File: config.mk
export PLATFORM = sky130hd
export DESIGN_NAME = circle_anim_ctrl
export DESIGN_NICKNAME = d
export VERILOG_FILES = /design/src/rtl/circle_anim_ctrl.sv
export SDC_FILE = /design/constraint.sdc
export NUM_CORES = 1
export LEC_CHECK = 0
export ABC_AREA = 0
export BUFFER_PORTS_ARGS = -buffer_cell sky130_fd_sc_hd__buf_2
export CAP_MARGIN = 20
export CORE_MARGIN = 1.5
export CORE_UTILIZATION = 55
export DETAILED_ROUTE_END_ITERATION = 6
export PLACE_DENSITY_LB_ADDON = 0.1
export SLEW_MARGIN = 20
export SYNTH_ARGS = -nofsm -noshare
export SYNTH_HDL_FRONTEND = slang
export SYNTH_SLANG_ARGS = --single-unit
File: constraint.sdc
create_clock -name clk_i -period 16.04 [get_ports clk_i]
set_input_delay 0.802 -clock clk_i [delete_from_list [all_inputs] [get_ports clk_i]]
set_output_delay 0.802 -clock clk_i [all_outputs]
set_load 0.005 [all_outputs]
File: src/rtl/circle_anim_ctrl.sv
`default_nettype none
// +----------------------------------------------------------------------------+
// | Module      : circle_anim_ctrl                                             |
// | Description : Run/hold/idle sequencer for the 7-seg circle animation.      |
// |               Owns the speed level, emits one-cycle step pulses toward the |
// |               position tracker and scans the multi-digit display, lighting |
// |               the tracked segment ('a' or 'd') on the tracked digit.       |
// | Options     : define BLINK_HOLD_EN to blink the display while in HOLD.     |
// | Revision    : 1.0 - initial release                                        |
// +----------------------------------------------------------------------------+
module circle_anim_ctrl #(
  parameter int NUM_OF_DISPLAYS = 6,
  parameter int COL_WIDTH       = $clog2(NUM_OF_DISPLAYS),
  parameter int STEP_BASE       = 25_000_000 / 8,
  parameter int SCAN_DIV        = 50_000,
  parameter int SPEED_RESET     = 3,
  parameter int BLINK_DIV       = 12_500_000
) (
  input  logic                       clk_i,
  input  logic                       rst_i,
  input  logic                       start_i,
  input  logic                       stop_i,
  input  logic                       speed_up_i,
  input  logic                       speed_dn_i,
  input  logic [COL_WIDTH-1:0]       curr_display_i,
  input  logic                       row_i,
  output logic                       step_o,
  output logic [NUM_OF_DISPLAYS-1:0] an_o,
  output logic [6:0]                 seg_o,
  output logic                       running_o,
  output logic [2:0]                 speed_o
);

  localparam int CNT_W  = $clog2(STEP_BASE * 8);
  localparam int SCAN_W = (SCAN_DIV > 1) ? $clog2(SCAN_DIV) : 1;

  localparam logic [NUM_OF_DISPLAYS-1:0] c_one   = NUM_OF_DISPLAYS'(1);
  localparam logic [6:0]                 c_blank = 7'h7F;
  localparam logic [6:0]                 c_seg_a = 7'b1111110;
  localparam logic [6:0]                 c_seg_d = 7'b1110111;

  typedef enum logic [1:0] {
    ST_IDLE = 2'd0,
    ST_RUN  = 2'd1,
    ST_HOLD = 2'd2
  } state_t;

  state_t                       r_state;
  logic                         r_running;
  logic [2:0]                   r_speed;
  logic [CNT_W-1:0]             r_step_cnt;
  logic                         r_step;
  logic [SCAN_W-1:0]            r_scan_cnt;
  logic [COL_WIDTH-1:0]         r_idx;
  logic [NUM_OF_DISPLAYS-1:0]   r_an;
  logic [6:0]                   r_seg;

  logic                         w_up_ok;
  logic                         w_dn_ok;
  logic                         w_speed_chg;
  logic [CNT_W-1:0]             w_period_m1;
  logic                         w_visible;

  // A speed request only counts when it actually moves the level; opposing requests cancel
  assign w_up_ok     = speed_up_i & ~speed_dn_i & (r_speed != 3'd7);
  assign w_dn_ok     = speed_dn_i & ~speed_up_i & (r_speed != 3'd0);
  assign w_speed_chg = w_up_ok | w_dn_ok;

  // Last count of the step period: STEP_BASE * (8 - speed) clocks
  assign w_period_m1 = CNT_W'(STEP_BASE * (8 - int'(r_speed)) - 1);

  // Control FSM; stop has priority over start, running flag tracks the next state
  always_ff @(posedge clk_i) begin
    if (rst_i) begin
      r_state   <= ST_IDLE;
      r_running <= 1'b0;
    end else begin
      case (r_state)
        ST_IDLE: begin
          if (start_i && !stop_i) begin
            r_state   <= ST_RUN;
            r_running <= 1'b1;
          end
        end
        ST_RUN: begin
          if (stop_i) begin
            r_state   <= ST_HOLD;
            r_running <= 1'b0;
          end
        end
        ST_HOLD: begin
          if (stop_i) begin
            r_state   <= ST_IDLE;
            r_running <= 1'b0;
          end else if (start_i) begin
            r_state   <= ST_RUN;
            r_running <= 1'b1;
          end
        end
        default: begin
          r_state   <= ST_IDLE;
          r_running <= 1'b0;
        end
      endcase
    end
  end

  // Saturating speed level
  always_ff @(posedge clk_i) begin
    if (rst_i) begin
      r_speed <= 3'(SPEED_RESET);
    end else if (w_up_ok) begin
      r_speed <= r_speed + 3'd1;
    end else if (w_dn_ok) begin
      r_speed <= r_speed - 3'd1;
    end
  end

  // Step period counter: advances in RUN, frozen in HOLD, cleared in IDLE or on a speed change
  always_ff @(posedge clk_i) begin
    if (rst_i) begin
      r_step_cnt <= '0;
      r_step     <= 1'b0;
    end else begin
      r_step <= 1'b0;
      if (w_speed_chg) begin
        r_step_cnt <= '0;
      end else if (r_state == ST_RUN) begin
        if (r_step_cnt == w_period_m1) begin
          r_step_cnt <= '0;
          r_step     <= 1'b1;
        end else begin
          r_step_cnt <= r_step_cnt + CNT_W'(1);
        end
      end else if (r_state == ST_IDLE || stop_i) begin
        r_step_cnt <= '0;
      end
    end
  end

  // Free-running digit scan: index moves every SCAN_DIV clocks and wraps after the last digit
  always_ff @(posedge clk_i) begin
    if (rst_i) begin
      r_scan_cnt <= '0;
      r_idx      <= '0;
    end else if (r_scan_cnt == SCAN_W'(SCAN_DIV - 1)) begin
      r_scan_cnt <= '0;
      r_idx      <= (r_idx == COL_WIDTH'(NUM_OF_DISPLAYS - 1)) ? '0 : r_idx + COL_WIDTH'(1);
    end else begin
      r_scan_cnt <= r_scan_cnt + SCAN_W'(1);
    end
  end

`ifdef BLINK_HOLD_EN
  localparam int BLINK_W = (BLINK_DIV > 1) ? $clog2(BLINK_DIV) : 1;

  logic [BLINK_W-1:0] r_blink_cnt;
  logic               r_blink_vis;

  // Blink phase runs only in HOLD and restarts visible every time HOLD is entered
  always_ff @(posedge clk_i) begin
    if (rst_i || r_state != ST_HOLD) begin
      r_blink_cnt <= '0;
      r_blink_vis <= 1'b1;
    end else if (r_blink_cnt == BLINK_W'(BLINK_DIV - 1)) begin
      r_blink_cnt <= '0;
      r_blink_vis <= ~r_blink_vis;
    end else begin
      r_blink_cnt <= r_blink_cnt + BLINK_W'(1);
    end
  end

  assign w_visible = r_blink_vis;
`else
  // Steady display in HOLD; true for every legal (non-zero) BLINK_DIV
  assign w_visible = (BLINK_DIV > 0);
`endif

  // Registered display drive: blank when idle or blinked off, else enable the scanned digit
  always_ff @(posedge clk_i) begin
    if (rst_i) begin
      r_an  <= '1;
      r_seg <= c_blank;
    end else if (r_state == ST_IDLE || !w_visible) begin
      r_an  <= '1;
      r_seg <= c_blank;
    end else begin
      r_an  <= ~(c_one << r_idx);
      r_seg <= (r_idx == curr_display_i) ? (row_i ? c_seg_a : c_seg_d) : c_blank;
    end
  end

  assign step_o    = r_step;
  assign an_o      = r_an;
  assign seg_o     = r_seg;
  assign running_o = r_running;
  assign speed_o   = r_speed;

endmodule
`default_nettype wire

==> qor.txt, run 1 <==
total congestion overflow: 0
CP max stage cell: sky130_fd_sc_hd__dfxtp_1
worst hold start: r_scan_cnt[0]
floorplan die width: 96.5 um
source of the worst register-to-register timing path: speed_o[0]
peak supply drop: 130 uV
clock tree buffer depth: 2
Reg clk slew, reported paths: 0.08 ns
number of setup buffers added after CTS: 0
Final Hold Slack: 0.452 ns
area of the die: 9300 um^2
switching share of power: 44.7%
Post-Syn Instances: 590
part of the cycle the worst path needs: 43.8%
total of flip-flops plus latches after synthesis: 59
CTS buffer count: 9
crit path cell chain: inv_1, ha_1, ha_1, inv_1, ha_1, and3_1, or2_2, fa_1, ha_1, o211ai_1, o21ai_2, mux2i_1, xnor3_1, or4_1, nor4_4, nor3_1, a221oi_2, o41ai_2
antenna violations before repair: 0
residual DRC count: 0
Top Family by Delay on Critical Path: adder cells
pin count of the biggest net entering global routing: 31
Sequential Power Share: 21.2%
initial core utilization: 57.6%
number of top-level pins: 28
Comb power frac: 57.6%
total global routing track utilization: 25.4%
Startpoint Class: flop
Worst Setup End Kind: flop
total inserted antenna cells: 0
number of max-cap violations: 0
asr flop ratio synth: 0%
area of the placeable core: 8340 um^2
clock network fraction of design power: 21.2%
Critical Path Most Common Cell: sky130_fd_sc_hd__ha_1
number of buffers and inverters on the critical path: 2
number of enable-type register cells in the synthesized netlist: 0
PostCTS Resize Cnt: 0
wirelength, routed: 10.8 mm
detailed placer's ending HPWL: 7.89 mm
root buffer cell: sky130_fd_sc_hd__clkbuf_8
final period demand of the worst path: 7.02 ns
hold buffer count at CTS: 0
Hold Vio Cnt, Final: 0
arrival time at the worst endpoint: 7.24 ns
Crit path required time: 16.26 ns
total power divided by cell area: 142 nW/um^2
final layout net count: 639
number of optimization iterations in the first detailed-route pass: 5
run status: finished clean
mean instance size in the synthesized netlist: 8.14 um^2
highest cell delay on the worst timing path: 0.85 ns
CTS tree: done
final critical-path setup slack: 9.02 ns
clock skew: 0.0142 ns
setup tns final: 0 ns
area added between synthesis and finish: 6.41%
Int Power: 0.000401 W
setup repair after global routing missed its margin: no
most frequently used flop master after synthesis: sky130_fd_sc_hd__dfxtp_1
clock latency on the worst-skew pair: 0.34 ns
global-route wire length before repair: 18.6 mm
maximum net fanout on the critical path: 18
number of I/O port buffers: 22
worst hold-check path type: reg -> reg
setup slack after placement: 9.02 ns
Critical Path Source: speed_o[0]
detail-routed net length per standard cell: 15.4 um
count of endpoints failing setup in the final report: 0
vertical die dimension: 96.5 um
total of warnings raised by yosys: 0
Slew Viols, Final: 0
Tightest Pin Transition: 0.796 ns
normalized max-slew margin: 46.6%
final estimated routing congestion in global placement: 0.863
placement row count: 33
via count normalized by instance count: 5.97
number of global-route vias before repair: 4,026
maximum level of the CTS H-tree: 3
antenna viol nets, final: 0
total via count after detailed routing: 4,177
leakage dissipation: 1.95 nW
synth unique cells: 78
number of sinks handled by clock tree synthesis: 59
post-synth design cell area: 4800 um^2
maximum clock frequency: 0.142 GHz
total net switching power: 0.000323 W
DRT iter0 DRCs: 178
sequential share of the synthesized area: 24.6%
critical path start-end classification: reg -> reg
fraction of layout cells with a size suffix above 1: 12.6%
registers in the layout, summed over array words and instances (netlist names):
name        flops
speed_o         3
running_o       1
step_o          1
r_state         2
r_idx           3
an_o            6
seg_o           2
r_scan_cnt     16
r_step_cnt     25
path summary, 6_finish.rpt:
kind / end / slack (ns) / depth (start not counted)
setup / recovery: r_step_cnt[15] / 9.02 / 18
hold / removal: r_scan_cnt[0] / 0.45 / 1
setup reg to reg: r_step_cnt[15] / 9.02 / 18
hold reg to reg: r_scan_cnt[0] / 0.45 / 1
cell usage after synthesis (4+ instances only):
| library cell | n | share of area, % |
|---|---|---|
| sky130_fd_sc_hd__a211o_1 | 5 | 0.91 |
| sky130_fd_sc_hd__a211oi_1 | 4 | 0.63 |
| sky130_fd_sc_hd__a211oi_2 | 6 | 1.6 |
| sky130_fd_sc_hd__a21o_1 | 5 | 0.78 |
| sky130_fd_sc_hd__a21oi_1 | 20 | 2.1 |
| sky130_fd_sc_hd__a31oi_1 | 5 | 0.65 |
| sky130_fd_sc_hd__and2_1 | 4 | 0.52 |
| sky130_fd_sc_hd__and3_1 | 10 | 1.3 |
| sky130_fd_sc_hd__buf_2 | 9 | 0.94 |
| sky130_fd_sc_hd__buf_4 | 5 | 0.78 |
| sky130_fd_sc_hd__clkbuf_1 | 20 | 1.6 |
| sky130_fd_sc_hd__dfxtp_1 | 59 | 25 |
| sky130_fd_sc_hd__fa_1 | 7 | 2.9 |
| sky130_fd_sc_hd__ha_1 | 32 | 8.3 |
| sky130_fd_sc_hd__inv_1 | 28 | 2.2 |
| sky130_fd_sc_hd__nand2_1 | 53 | 4.1 |
| sky130_fd_sc_hd__nand2b_1 | 11 | 1.4 |
| sky130_fd_sc_hd__nand3_1 | 40 | 4.2 |
| sky130_fd_sc_hd__nand3b_1 | 4 | 0.63 |
| sky130_fd_sc_hd__nand4_1 | 7 | 0.91 |
| sky130_fd_sc_hd__nand4b_1 | 8 | 1.5 |
| sky130_fd_sc_hd__nor2_1 | 62 | 4.8 |
| sky130_fd_sc_hd__nor2b_1 | 4 | 0.52 |
| sky130_fd_sc_hd__nor3_1 | 12 | 1.3 |
| sky130_fd_sc_hd__nor4_1 | 8 | 1.0 |
| sky130_fd_sc_hd__nor4b_1 | 4 | 0.73 |
| sky130_fd_sc_hd__o211a_1 | 5 | 1.0 |
| sky130_fd_sc_hd__o211ai_1 | 8 | 1.3 |
| sky130_fd_sc_hd__o21ai_0 | 11 | 1.1 |
| sky130_fd_sc_hd__o21ai_1 | 8 | 0.83 |
| sky130_fd_sc_hd__o21ai_2 | 4 | 0.73 |
| sky130_fd_sc_hd__o31ai_1 | 8 | 1.3 |
| sky130_fd_sc_hd__or2_2 | 5 | 0.65 |
| sky130_fd_sc_hd__or4_1 | 5 | 0.78 |
| sky130_fd_sc_hd__xnor2_1 | 22 | 4.0 |
| sky130_fd_sc_hd__xor2_1 | 23 | 4.2 |
metal layers:
| metal | part of all wire (%) | global-route usage, % |
|---|---|---|
| met5 | 0 | 0 |
| met4 | 1.6 | 7.73 |
| met3 | 3.6 | 3.68 |
| met2 | 48 | 44.9 |
| met1 | 47 | 31.9 |
cell usage in the layout, fill, tap and decap left out, types with 6 or more instances in the layout:
cell,count
sky130_fd_sc_hd__and3_1,10
sky130_fd_sc_hd__xnor2_1,22
sky130_fd_sc_hd__o31ai_1,8
sky130_fd_sc_hd__a21oi_1,20
sky130_fd_sc_hd__fa_1,7
sky130_fd_sc_hd__o21ai_0,11
sky130_fd_sc_hd__nor3_1,11
sky130_fd_sc_hd__xor2_1,23
sky130_fd_sc_hd__nand2_1,53
sky130_fd_sc_hd__clkbuf_8,9
sky130_fd_sc_hd__buf_2,22
sky130_fd_sc_hd__nand4_1,7
sky130_fd_sc_hd__nor4_1,7
sky130_fd_sc_hd__ha_1,32
sky130_fd_sc_hd__a211oi_2,6
sky130_fd_sc_hd__nand3_1,40
sky130_fd_sc_hd__o211ai_1,8
sky130_fd_sc_hd__nor2_1,62
sky130_fd_sc_hd__dfxtp_1,59
sky130_fd_sc_hd__nand4b_1,8
sky130_fd_sc_hd__inv_1,28
sky130_fd_sc_hd__nand2b_1,11
sky130_fd_sc_hd__o21ai_1,8
power by group through the flow:
stage | logic, W | clock network [W] | registers [W]
2_1_floorplan | 0.000336 | 0 | 0.000155
3_3_place_gp | 0.000404 | 0 | 0.000157
3_5_place_dp | 0.000411 | 0 | 0.000157
4_1_cts | 0.000412 | 0.000156 | 0.000154
5_1_grt | 0.000463 | 0.000161 | 0.000154
6_report | 0.000418 | 0.000153 | 0.000154
layout make-up:
cell class | count | area (um^2)
clock buffer | 9 | 124
clock inverter | 7 | 100
fill | 739 | 3230
inverter | 28 | 105
multi-input combinational | 468 | 3340
sequential | 59 | 1180
tap | 105 | 131
timing repair buffer | 24 | 125
through the flow:
step	cell area, um^2	power, W	cells	util, %
after global placement	4890	0.000561	684	58.6
after CTS	5110	0.000722	700	61.3
after detailed placement	4890	0.000568	684	58.6
after floorplan	4820	0.000491	594	-
final	5110	0.000724	700	61.3
after global routing	5110	0.000779	700	61.3
logic make-up after synthesis:
family,count (synthesis),synth area share [%]
AND/OR/NAND/NOR,257,28.5
XOR/XNOR,48,9.61
adder cells (fa/ha/maj),39,11.3
flip-flops,59,24.6
other,1,0.0781
buffers and inverters,67,6.33
multiplexers,1,0.208
AO/OA/AOI/OAI,118,19.4
Power figures use the tool's default switching activity.
==> run 2, diff against run 1 <==
==> constraint.sdc (replaced) <==
create_clock -name clk_i -period 7.1 [get_ports clk_i]
set_input_delay 0.355 -clock clk_i [delete_from_list [all_inputs] [get_ports clk_i]]
set_output_delay 0.355 -clock clk_i [all_outputs]
set_load 0.005 [all_outputs]
==> run 2 against run 1 <==
Net effect:
- flip-flop and latch count unchanged
- clock skew up 0.0024 ns
- global-route usage down 0.27 points
- critical path depth unchanged
- worst setup slack lost 8.2 ns
- via count up 0.53%
==> qor.txt, run 2 (synthesis results as in run 1) <==
fraction of layout cells with a size suffix above 1: 12.8%
hold buffer count at CTS: 0
setup repair after global routing missed its margin: no
arrival time at the worst endpoint: 6.55 ns
Startpoint Class: flop
Tightest Pin Transition: 0.774 ns
Reg clk slew, reported paths: 0.07 ns
source of the worst register-to-register timing path: speed_o[1]
number of top-level pins: 28
final critical-path setup slack: 0.767 ns
worst hold start: row_i
worst hold-check path type: in -> reg
total power divided by cell area: 320 nW/um^2
final period demand of the worst path: 6.33 ns
Top reg by flops: r_step_cnt
PostCTS Resize Cnt: 0
part of the cycle the worst path needs: 89.2%
maximum level of the CTS H-tree: 3
Critical Path Most Common Cell: sky130_fd_sc_hd__ha_1
number of sinks handled by clock tree synthesis: 59
Hold Vio Cnt, Final: 0
total inserted antenna cells: 0
final estimated routing congestion in global placement: 0.828
total congestion overflow: 0
highest cell delay on the worst timing path: 0.63 ns
Critical Path Source: speed_o[1]
vertical die dimension: 96.5 um
crit path cell chain: inv_1, ha_1, ha_1, inv_1, ha_1, and3_1, or2_2, fa_1, ha_1, o211ai_1, o21ai_2, mux2i_1, xnor3_1, or4_1, nor4_4, nor3_1, a221oi_2, o41ai_2
setup tns final: 0 ns
antenna violations before repair: 0
number of buffers and inverters on the critical path: 2
maximum clock frequency: 0.158 GHz
Top Family by Delay on Critical Path: adder cells
CP max stage cell: sky130_fd_sc_hd__ha_1
setup slack after placement: 0.769 ns
number of optimization iterations in the first detailed-route pass: 5
total global routing track utilization: 25.2%
clock tree buffer depth: 2
DRT iter0 DRCs: 199
pin count of the biggest net entering global routing: 31
CTS buffer count: 9
antenna viol nets, final: 0
Post-Layout Cell Count: 701
detailed placer's ending HPWL: 7.95 mm
most frequent standard cell in the layout excluding fill and tap cells: sky130_fd_sc_hd__nor2_1
floorplan die width: 96.5 um
area of the placeable core: 8340 um^2
initial core utilization: 57.6%
Crit path required time: 7.32 ns
dpl cells: 686
highest-count cells in the layout ignoring fill and taps: 62 x sky130_fd_sc_hd__nor2_1, 59 x sky130_fd_sc_hd__dfxtp_1, 53 x sky130_fd_sc_hd__nand2_1
placement row count: 33
total via count after detailed routing: 4,199
root buffer cell: sky130_fd_sc_hd__clkbuf_8
maximum net fanout on the critical path: 15
detail-routed net length per standard cell: 15.4 um
Slew Viols, Final: 0
normalized max-slew margin: 48.0%
global-route wire length before repair: 18.5 mm
peak supply drop: 320 uV
leakage dissipation: 1.96 nW
wirelength, routed: 10.8 mm
area of the die: 9300 um^2
number of max-cap violations: 0
clock skew: 0.0167 ns
CTS tree: done
final layout net count: 641
number of global-route vias before repair: 3,984
clock latency on the worst-skew pair: 0.34 ns
number of I/O port buffers: 22
count of endpoints failing setup in the final report: 0
run status: finished clean
residual DRC count: 0
area added between synthesis and finish: 6.75%
critical path start-end classification: reg -> reg
Worst Setup End Kind: flop
max FFs per register: 25
number of setup buffers added after CTS: 0
via count normalized by instance count: 5.99
==> run 2: changes by cell type in the layout (fill, tap and decap cells not counted), sizes merged <==
cell    change
clkinv      -2
buf         +2
inv         -1
clkbuf      +2
==> run 2: power by group <==
part	switching (W)	leakage [nW]	internal, W
logic	0.000579	1.37	0.000371
clock network	0.000133	0.115	0.000215
registers	0.00000550	0.477	0.000336
==> run 2: per-stage QoR <==
stage | cell area, um^2 | hold WS (ns) | utilization, % | power [W]
floorplan | 4820 | 0.417 | - | 0.00111
finish | 5130 | 0.197 | 61.5 | 0.00164
CTS | 5130 | 0.181 | 61.5 | 0.00164
global route | 5130 | 0.207 | 61.5 | 0.00177
detailed placement | 4900 | 0.440 | 58.8 | 0.00129
global placement | 4900 | 0.427 | 58.8 | 0.00127
==> run 2: final timing paths <==
check,end,slack (ns),cells past startpoint
worst max-delay path,r_step_cnt[15],0.77,18
worst min-delay path,seg_o[0],0.20,2
worst max register to register,r_step_cnt[15],0.77,18
worst min register to register,r_scan_cnt[0],0.45,1
==> run 2: metal layers <==
| layer | up-vias | wire length, um | GRT usage [%] |
|---|---|---|---|
| li1 | 2112 | - | - |
| met3 | 15 | 443 | 4.30 |
| met4 | 0 | 166 | 8.33 |
| met1 | 1983 | 5070 | 32.6 |
| met5 | - | 0 | 0 |
| met2 | 89 | 5140 | 42.3 |
==> run 2: layout make-up <==
type | count | area [um^2]
fillers | 734 | 3210
clock buffers | 11 | 151
inverters | 28 | 105
flip-flops and latches | 59 | 1180
repair buffers | 26 | 140
multi-input cells | 468 | 3340
well taps | 105 | 131
clock inverters | 4 | 73.8
==> run 3, diff against run 2 <==
--- a/config.mk
+++ b/config.mk
@@ -9,7 +9,8 @@
 export BUFFER_PORTS_ARGS = -buffer_cell sky130_fd_sc_hd__buf_2
 export CAP_MARGIN = 20
 export CORE_MARGIN = 1.5
-export CORE_UTILIZATION = 55
+export CORE_UTILIZATION = 45
+export CTS_CLUSTER_SIZE = 12
 export DETAILED_ROUTE_END_ITERATION = 6
 export PLACE_DENSITY_LB_ADDON = 0.1
 export SLEW_MARGIN = 20
==> run 3 against run 2 <==
Net effect:
- sequential share of layout area down 0.067 points
- critical path depth is the same
- non-clock buffer count stayed put
==> qor.txt, run 3 (synthesis results as in run 1) <==
run status: finished clean
setup repair after global routing missed its margin: no
clock latency on the worst-skew pair: 0.33 ns
part of the cycle the worst path needs: 89.5%
via count normalized by instance count: 5.68
Storage cell area: 1180 um^2
capture point of the worst path: r_step_cnt[15]
count of endpoints failing setup in the final report: 0
number of top-level pins: 28
dpl cells: 717
clock tree buffer depth: 2
setup tns final: 0 ns
detail-routed net length per standard cell: 15.1 um
number of global-route vias before repair: 4,029
arrival time at the worst endpoint: 6.57 ns
worst hold-check path type: in -> reg
number of instances on the worst hold path: 2
wirelength, routed: 11.1 mm
vertical die dimension: 106 um
antenna viol nets, final: 0
maximum net fanout on the critical path: 15
final design utilization: 49.8%
root buffer cell: sky130_fd_sc_hd__clkbuf_8
Tightest Pin Transition: 0.785 ns
Slew Viols, Final: 0
total via count after detailed routing: 4,162
clock skew: 0.0142 ns
total global routing track utilization: 21.0%
maximum level of the CTS H-tree: 3
Post-Layout Cell Count: 733
final critical-path setup slack: 0.748 ns
Worst Setup End Kind: flop
fraction of layout cells with a size suffix above 1: 12.9%
Reg clk slew, reported paths: 0.08 ns
source of the worst register-to-register timing path: speed_o[1]
Final Hold Slack: 0.185 ns
Critical Path Source: speed_o[1]
crit path cell chain: inv_1, ha_1, ha_1, inv_1, ha_1, and3_1, or2_2, fa_1, ha_1, o211ai_1, o21ai_2, mux2i_1, xnor3_1, or4_1, nor4_4, nor3_1, a221oi_2, o41ai_2
final layout net count: 641
number of setup buffers added after CTS: 0
normalized max-slew margin: 47.3%
Hold Vio Cnt, Final: 0
R2R cell count: 18
number of sinks handled by clock tree synthesis: 59
residual DRC count: 0
total inserted antenna cells: 0
area of the die: 11,300 um^2
total power divided by cell area: 310 nW/um^2
highest-count cells in the layout ignoring fill and taps: 62 x sky130_fd_sc_hd__nor2_1, 59 x sky130_fd_sc_hd__dfxtp_1, 53 x sky130_fd_sc_hd__nand2_1
DRT iter0 DRCs: 140
hold buffer count at CTS: 0
number of max-cap violations: 0
area of the placeable core: 10,300 um^2
most frequent standard cell in the layout excluding fill and tap cells: sky130_fd_sc_hd__nor2_1
total congestion overflow: 0
area added between synthesis and finish: 7.06%
PostCTS Resize Cnt: 0
highest cell delay on the worst timing path: 0.64 ns
Crit path required time: 7.32 ns
Critical Path Most Common Cell: sky130_fd_sc_hd__ha_1
final period demand of the worst path: 6.35 ns
fill cell instance count of the final layout: 1,009
leakage dissipation: 1.94 nW
maximum clock frequency: 0.157 GHz
setup slack after placement: 0.736 ns
detailed placer's ending HPWL: 8.29 mm
number of optimization iterations in the first detailed-route pass: 4
pin count of the biggest net entering global routing: 31
initial core utilization: 46.5%
peak supply drop: 237 uV
CTS buffer count: 9
minimum setup slack among reg-to-reg paths: 0.75 ns
floorplan die width: 106 um
number of I/O port buffers: 22
CP max stage cell: sky130_fd_sc_hd__ha_1
endpoint of the worst register-to-register path: r_step_cnt[15]
critical path start-end classification: reg -> reg
max FFs per register: 25
global-route wire length before repair: 19.3 mm
Top reg by flops: r_step_cnt
Startpoint Class: flop
final estimated routing congestion in global placement: 0.825
total area of multi-input combinational cells: 3340 um^2
CTS tree: done
placement row count: 37
antenna violations before repair: 0
run 3: cell types whose count changed in the layout (fill, tap and decap cells not counted), sizes merged:
cell      previous run  this run
clkinvlp             0         2
bufinv               2         1
clkbuf              11        10
inv                 28        29
run 3: worst max-delay path, delay by kind of cell, from the launching register on:
family	cells	cell delay [ns]
buffers and inverters	2	0.24
adders and majority gates	5	2.10
xor gates and xnor gates	1	0.29
DFF	1	0.48
muxes	1	0.33
and+or+nand+nor	5	1.86
AOI/OAI and AO/OA	4	0.93
run 3: routing by layer:
metal / track usage, % / part of all wire [%] / vias to the layer above
met5: 0 / 0 / -
met4: 5.89 / 0.94 / 0
met3: 3.19 / 3.3 / 8
met2: 35.4 / 47 / 69
met1: 27.7 / 49 / 1967
li1: - / - / 2118
run 3: how the worst min path moves through the flow:
stage	start	to	slack [ns]
2_1_floorplan	row_i	seg_o[0]	0.42
3_3_place_gp	r_scan_cnt[0]	r_scan_cnt[0]	0.43
3_5_place_dp	r_scan_cnt[0]	r_scan_cnt[0]	0.44
4_1_cts	row_i	seg_o[0]	0.17
5_1_grt	row_i	seg_o[0]	0.19
6_report	row_i	seg_o[0]	0.18
run 3: layout make-up:
| class | instances | share of cell area, % |
|---|---|---|
| clock inverters | 6 | 1.24 |
| multi-input cells | 468 | 65.0 |
| well taps | 136 | 3.31 |
| clock buffers | 10 | 2.68 |
| repair buffers | 26 | 2.73 |
| flip-flops and latches | 59 | 23.0 |
| inverters | 28 | 2.04 |
run 3: where the power goes:
part           switching (W)  internal (W)  total (W)
Clock               0.000142      0.000172   0.000313
Sequential        0.00000580      0.000336   0.000342
Combinational       0.000573      0.000368   0.000942
run 3: per-stage QoR:
stage	instance area [um^2]	power [W]
2_1_floorplan	4820	0.00111
3_3_place_gp	4940	0.00127
3_5_place_dp	4940	0.00128
4_1_cts	5140	0.00160
5_1_grt	5140	0.00174
6_report	5140	0.00160
